## config.mk

```make
export PLATFORM = sky130hd
export DESIGN_NAME = fetch_pc_ctrl
export DESIGN_NICKNAME = d
export VERILOG_FILES = /design/src/rtl/fetch_pc_ctrl.sv
export SDC_FILE = /design/constraint.sdc
export NUM_CORES = 1
export LEC_CHECK = 0
export ABC_AREA = 0
export CORE_UTILIZATION = 46
export DETAILED_ROUTE_END_ITERATION = 8
export PLACE_DENSITY = 0.81
export SLEW_MARGIN = 20
export SYNTH_ARGS = -nofsm -noshare
export SYNTH_HDL_FRONTEND = slang
export SYNTH_SLANG_ARGS = --single-unit
```

## constraint.sdc

```tcl
create_clock -name clk -period 2.7 [get_ports clk]
set_input_delay 0.405 -clock clk [delete_from_list [all_inputs] [get_ports clk]]
set_output_delay 0.405 -clock clk [all_outputs]
set_load 0.02 [all_outputs]
```

## src/rtl/fetch_pc_ctrl.sv

```systemverilog
// IF1 PC sequencer: picks the next PC (+4, redirect, or trap), runs a single-outstanding
// instruction-memory request, and holds the returned instruction until decode takes it.
module fetch_pc_ctrl #(
  parameter logic [31:0] RESET_PC = 32'hFFFF_F000,
  parameter int          INST_W   = 32
) (
  input  logic              clk,
  input  logic              reset_n,
  input  logic [31:0]       current_pc_if1,
  output logic              pc_en,
  output logic [31:0]       next_pc_if1,
  input  logic              halt_i,
  input  logic              redirect_valid,
  input  logic [31:0]       redirect_pc,
  input  logic              trap_valid,
  input  logic [31:0]       trap_pc,
  output logic              imem_req,
  output logic [31:0]       imem_addr,
  input  logic              imem_gnt,
  input  logic              imem_rvalid,
  input  logic [INST_W-1:0] imem_rdata,
  output logic              inst_valid,
  output logic [INST_W-1:0] inst_out,
  output logic [31:0]       inst_pc,
  input  logic              inst_ready
);

  typedef enum logic [1:0] {BOOT, REQ, WAIT, VALID} state_t;

  state_t              state, state_nxt;
  logic                kill, kill_nxt;
  logic [31:0]         req_pc, req_pc_nxt;
  logic                pend, pend_nxt;
  logic [31:0]         pend_pc, pend_pc_nxt;
  logic                inst_valid_nxt;
  logic [INST_W-1:0]   inst_out_nxt;
  logic [31:0]         inst_pc_nxt;

  logic        evt_now, evt;
  logic [31:0] sel_pc, target;

  // A redirect seen during BOOT is parked in pend and replayed in the first REQ cycle.
  assign evt_now = trap_valid | redirect_valid;
  assign evt     = evt_now | ((state == REQ) & pend);
  assign sel_pc  = trap_valid ? trap_pc : (redirect_valid ? redirect_pc : pend_pc);
  assign target  = {sel_pc[31:2], 2'b00};

  always_ff @(posedge clk or negedge reset_n) begin
    if (!reset_n) begin
      state      <= BOOT;
      kill       <= 1'b0;
      req_pc     <= '0;
      pend       <= 1'b0;
      pend_pc    <= '0;
      inst_valid <= 1'b0;
      inst_out   <= '0;
      inst_pc    <= '0;
    end else begin
      state      <= state_nxt;
      kill       <= kill_nxt;
      req_pc     <= req_pc_nxt;
      pend       <= pend_nxt;
      pend_pc    <= pend_pc_nxt;
      inst_valid <= inst_valid_nxt;
      inst_out   <= inst_out_nxt;
      inst_pc    <= inst_pc_nxt;
    end
  end

  always_comb begin
    state_nxt      = state;
    kill_nxt       = kill;
    req_pc_nxt     = req_pc;
    pend_nxt       = pend;
    pend_pc_nxt    = pend_pc;
    inst_valid_nxt = inst_valid;
    inst_out_nxt   = inst_out;
    inst_pc_nxt    = inst_pc;
    pc_en          = 1'b0;
    next_pc_if1    = current_pc_if1;
    imem_req       = 1'b0;
    imem_addr      = current_pc_if1;
    case (state)
      BOOT: begin
        if (evt_now) begin
          pend_nxt    = 1'b1;
          pend_pc_nxt = target;
        end
        state_nxt = REQ;
      end
      REQ: begin
        imem_req = ~halt_i;
        pend_nxt = 1'b0;
        if (imem_req && imem_gnt) begin
          // Request is out either way; a same-cycle redirect marks its response as stale.
          pc_en       = 1'b1;
          next_pc_if1 = evt ? target : current_pc_if1 + 32'd4;
          req_pc_nxt  = current_pc_if1;
          kill_nxt    = evt;
          state_nxt   = WAIT;
        end else if (evt) begin
          pc_en       = 1'b1;
          next_pc_if1 = target;
        end
      end
      WAIT: begin
        if (evt) begin
          pc_en       = 1'b1;
          next_pc_if1 = target;
          kill_nxt    = 1'b1;
        end
        if (imem_rvalid) begin
          if (kill || evt) begin
            kill_nxt  = 1'b0;
            state_nxt = REQ;
          end else begin
            inst_out_nxt   = imem_rdata;
            inst_pc_nxt    = req_pc;
            inst_valid_nxt = 1'b1;
            state_nxt      = VALID;
          end
        end
      end
      VALID: begin
        if (evt) begin
          pc_en          = 1'b1;
          next_pc_if1    = target;
          inst_valid_nxt = 1'b0;
          state_nxt      = REQ;
        end else if (inst_ready) begin
          inst_valid_nxt = 1'b0;
          state_nxt      = REQ;
        end
      end
      default: state_nxt = BOOT;
    endcase
  end

  a_rvalid_only_in_wait: assert property (@(posedge clk) disable iff (!reset_n)
    imem_rvalid |-> state == WAIT);
  a_boot_pc: assert property (@(posedge clk) disable iff (!reset_n)
    state == BOOT |-> current_pc_if1 == RESET_PC);

endmodule

```

== Word level (Yosys, flattened, before mapping) ==
Cells that the tools add are included.

* Bitwise operators: 5
* Mux-type cells: 28
* Reduce and logical (&&, ||, !) cells: 14
* Add/sub/neg operators: 1
* Equality and inequality tests: 8

{| class="wikitable"
|+ Operator list
! operator !! number
|-
| 2-to-1 mux 32 bit || 5
|-
| case mux 32 bit (2 select lines) || 1
|-
| adder 32 x 3 -> 32 bit, second input constant || 1
|-
| 2-to-1 mux 1 bit || 12
|-
| 2-to-1 mux 2 bit || 5
|-
| case mux 1 bit (2 select lines) || 4
|-
| case mux 2 bit (4 select lines) || 1
|-
| AND reduction 2 bit || 4
|-
| inequality test 2 bit, second input constant || 3
|-
| AND reduction 3 bit || 2
|-
| nonzero test 2 bit || 3
|-
| equality test 2 bit, second input constant || 2
|-
| AND reduction 4 bit || 1
|-
| inequality test 3 bit, second input constant || 1
|-
| equality test 2 x 1 -> 1 bit, second input constant || 1
|-
| zero test 2 bit || 1
|-
| inequality test 2 x 1 -> 1 bit, second input constant || 1
|-
| inverter 1 bit || 2
|-
| bitwise OR 1 bit || 2
|-
| OR reduction 2 bit || 1
|-
| AND 1 bit || 1
|-
| logical AND 1 bit || 1
|-
| logical OR 1 bit || 1
|}

* Bits in registers: 131

== Logic depth before layout (Yosys ltp) ==
* Depth in word-level cells: 7
* Depth in mapped cells: 10
* Gate-level depth less buffers: 7

== Least setup slack after synthesis ==
Ideal clock, no wire load.

* Path kind: reg-to-output
* From: register state[1]
* To: output next_pc_if1[21]
* Slack: -0.126 ns
* Arrival: 2.421 ns
* Stages on the path, launching flop included: 9
* Required time: 2.295 ns
* Cell sequence: dfrtp_1 -> inv_1 -> ha_1 -> buf_2 -> a211o_1 -> clkbuf_1 -> nor2_1 -> nand3_1 -> o311ai_0

* Longest elaborated chain between the ends: 6
* Elaborated cells on any way between the ends: 10
* Classes of those cells: 3 x eq/ne; 4 x mux; 2 x bitwise; 1 x reduce/logical

{| class="wikitable"
|+ RTL lines
! element !! RTL line !! source
|-
| from (decl) || 30 || <nowiki>state_t state, state_nxt;</nowiki>
|-
| from (signal assigned) || 59 || <nowiki>state <= state_nxt;</nowiki>
|-
| equality test 2 x 1 -> 1 bit || 44, 83 ||
|-
| AND 1 bit || 44 || <nowiki>assign evt = evt_now | ((state == REQ) & pend);</nowiki>
|-
| bitwise OR 1 bit || 44 ||
|-
| 2-to-1 mux 32 bit, on equally long branches || n/a ||
|-
| 2-to-1 mux 32 bit || 94 || <nowiki>if (imem_req && imem_gnt) begin</nowiki>
|-
| case mux 32 bit (2 select lines) (*) || 83 || <nowiki>case (state)</nowiki>
|-
| to (decl) || 11 || <nowiki>output logic [31:0] next_pc_if1,</nowiki>
|}

Every way passes the cells marked *; elsewhere a longest branch is shown, timed or not.

== Final worst setup path ==
* From: register state[0]
* To: output next_pc_if1[28]

The elaborated chain is that of the path after synthesis.

==> results.json <==
{
  "pwr-share-seq_pct": 26.6,
  "fillCellCount": 1026,
  "cp.required_ns": 2.30,
  "grt_pass1_vias": 8370,
  "area_growth_pct": 65.3,
  "holdWs_ns": 0.472,
  "crit_path_end_kind": "output port",
  "clockRootBuffer": "clkbuf_16",
  "htreeDepth": 4,
  "rsz0062_at_grt": "true",
  "cts.sinks": 131,
  "die_w_um": 131,
  "r2r-end": "state[1]$_DFFE_PN0P_",
  "place_congestion": 0.916,
  "io_pins": 267,
  "maxSlewHeadroom_pct": 62.9,
  "syn_area_sq_um": 7690,
  "tightest_slew_ns": 0.556,
  "drv_slew": 0,
  "portBuffers": 262,
  "globalRouteOverflowTotal": 0,
  "fmax_ghz": 0.343,
  "synth_seq_cells": 131,
  "p_per_area_nw_per_um2": 967,
  "fin_tns_setup_ns": -3.71,
  "yosys.cell_types.count": 65,
  "drtPass1Iterations": 6,
  "finish.instance_area_sq_um": 12700,
  "period_needed_ns": 2.91,
  "switching_power_mw": 4.96,
  "max-clock-path-buffers": 2,
  "syn_avg_cell_area_sq_um": 9.08,
  "die_h_um": 131,
  "seqCellArea_sq_um": 3280,
  "crit_type": "flop to output port",
  "start_util_pct": 47.7,
  "vias": 8536,
  "peakVddDrop_mv": 0.542,
  "timing.final.crit_share_pct": 108,
  "r2r_slack_ns": -0.03,
  "violations": "negative setup slack",
  "synth_edf_count": 0,
  "grt.total_usage_pct": 34.0,
  "synth.top_cell.area_share_pct": 42.6,
  "synth_top_area_cell": "dfrtp_1",
  "grt_pass1_wl_um": 46100,
  "antenna_cells": 0,
  "multi_input_area_sq_um": 4410,
  "layout_setup_ws_ns": -0.212,
  "hpwlAfterDp_um": 20700,
  "whs_path_depth": 2,
  "numCtsBuffers": 17,
  "holdCritStartpoint": "req_pc[21]$_DFFE_PN0P_",
  "r2r_start": "state[0]$_DFFE_PN0P_",
  "power_frac_comb_pct": 55.3,
  "antenna_found_initial": 0,
  "grt_max_degree": 66,
  "nets": 1371,
  "switching_share_pct": 40.3,
  "startpoint_type": "flop",
  "hold_path_end": "req_pc[21]$_DFFE_PN0P_",
  "post_dp_cell_area_sq_um": 11400,
  "avgRoutedWirePerCell_um": 20.6,
  "yosysWarnings": 0,
  "drtIter0Drc": 886,
  "final_antenna_net_count": 0,
  "drc": 0,
  "synth_ff_type": "dfrtp_1",
  "drive_gt1_share_pct": 33.4,
  "wirelength_um": 30000,
  "arrival_ns": 2.51,
  "dieArea_sq_um": 17200,
  "clk_latency_ns": 0.42,
  "clkTransAtPathRegs_ns": 0.06,
  "clock_skew_ns": 0.00716,
  "fp-row-count": 46,
  "hold_violations": 0,
  "synthCells": 847,
  "cts_tree": "yes",
  "power_frac_clock_pct": 18.2,
  "setup_violations": 32,
  "vias_per_cell": 5.85,
  "reg2regPathDepth": 9,
  "p_int_mw": 7.34,
  "cap_violations": 0,
  "coreArea_sq_um": 16100,
  "yosysSeqAreaShare_pct": 42.6,
  "hold_path.class": "flop to flop",
  "outcome": "finished with violations",
  "p_leak_nw": 5.68,
  "cp_max_fo": 8,
  "yosys-top-cells-area": "dfrtp_1 (43%), mux2_2 (10%), nand2_1 (6.8%), a21oi_1 (4.7%), o21ai_0 (4.1%)",
  "async_flop_share_pct": 100,
  "synthesis.nets": 989
}
## per-layer routing
| metal | wire length [um] | global-route usage (%) |
|---|---|---|
| met4 | 1240 | 14.5 |
| met2 | 14500 | 56.4 |
| met3 | 2440 | 6.75 |
| met5 | 0 | 0 |
| met1 | 11800 | 43.1 |
## per-stage QoR
step           util [%]  total power [mW]  setup WS, ns  std cells
3_5_place_dp       70.8              9.19        -0.792       1400
2_1_floorplan         -              6.23        0.0482        847
4_1_cts            77.6              11.9        -0.178       1454
6_report           78.9              12.3        -0.212       1458
3_3_place_gp       70.8              9.01        -0.750       1400
5_1_grt            78.9              12.9        -0.272       1458
## worst max path at each step
stage	from	to
finish	state[0]$_DFFE_PN0P_	next_pc_if1[28]
global route	state[1]$_DFFE_PN0P_	next_pc_if1[22]
CTS	state[0]$_DFFE_PN0P_	next_pc_if1[22]
detailed placement	current_pc_if1[2]	next_pc_if1[28]
global placement	current_pc_if1[2]	next_pc_if1[26]
floorplan	state[1]$_DFFE_PN0P_	next_pc_if1[31]
## layout by cell type, fill, tap and decap left out, types with 10 or more instances in the layout
master / n
a21oi_1: 63
buf_4: 181
buf_6: 30
clkbuf_16: 17
clkdlybuf4s50_1: 216
dfrtp_1: 131
dlygate4sd2_1: 10
mux2_2: 70
mux2i_1: 14
nand2_1: 137
nand3_1: 15
nand4_1: 11
nor2_1: 20
nor2b_1: 43
o21ai_0: 51
## state kept, by name, summed over array words and instances (netlist names)
signal	cells
inst_out	32
inst_pc	32
inst_valid	1
kill	1
pend	1
pend_pc	30
req_pc	32
state	2
## worst max-delay path, stage by stage, from the launching register on
cell      delay (ns)
dfrtp_1         0.42
ha_4            0.21
buf_6           0.14
a211o_4         0.39
buf_8           0.17
o211ai_1        0.12
nand2_1         0.14
a221oi_2        0.19
o22a_1          0.17
buf_6           0.11
## final cells by class
| type | count | area share [%] |
|---|---|---|
| Inverter | 10 | 0.315 |
| Clock buffer | 17 | 3.35 |
| Sequential cell | 131 | 25.8 |
| Timing Repair Buffer | 452 | 32.7 |
| Multi-Input combinational cell | 617 | 34.7 |
| Tap cell | 216 | 2.13 |
| Clock inverter | 15 | 1.10 |
## cell families (layout without fill, tap and decap cells)
| logic type | after synthesis | after routing | share of synthesized area, % |
|---|---|---|---|
| compound gates | 225 | 225 | 18.1 |
| xor+xnor | 1 | 1 | 0.114 |
| fa+ha+maj | 6 | 6 | 0.976 |
| buf+inv | 99 | 494 | 6.73 |
| flops | 131 | 131 | 42.6 |
| mux | 84 | 84 | 12.1 |
| simple gates | 301 | 301 | 19.4 |
## synthesized netlist by cell type (9+ instances only)
library cell / instances
a31oi_1: 11
nand3_1: 17
dfrtp_1: 131
a21oi_1: 72
nor3_1: 11
buf_2: 20
nand2_1: 140
nand2b_1: 9
and3_1: 12
mux2_2: 70
inv_1: 10
nor2_1: 30
nor2b_1: 44
nand4_1: 11
clkbuf_1: 33
mux2i_1: 14
o21ai_0: 63
buf_4: 32
and2_1: 10
## power by group through the flow
| stage | Clock (mW) | Combinational, mW | Sequential, mW |
|---|---|---|---|
| global route | 2.36 | 7.14 | 3.37 |
| floorplan | 0 | 2.55 | 3.68 |
| detailed placement | 0 | 5.92 | 3.28 |
| CTS | 2.26 | 6.43 | 3.25 |
| finish | 2.23 | 6.80 | 3.27 |
| global placement | 0 | 5.80 | 3.21 |
## timing repair
item                                    CTS  global route
gates resized for setup                 289            41
setup buffers                            25             5
pin swaps                                44            25
endpoints found under the setup margin   34            33
hold buffers                              1             0
hold endpoints to repair                 51             0
Power figures use the tool's default switching activity.
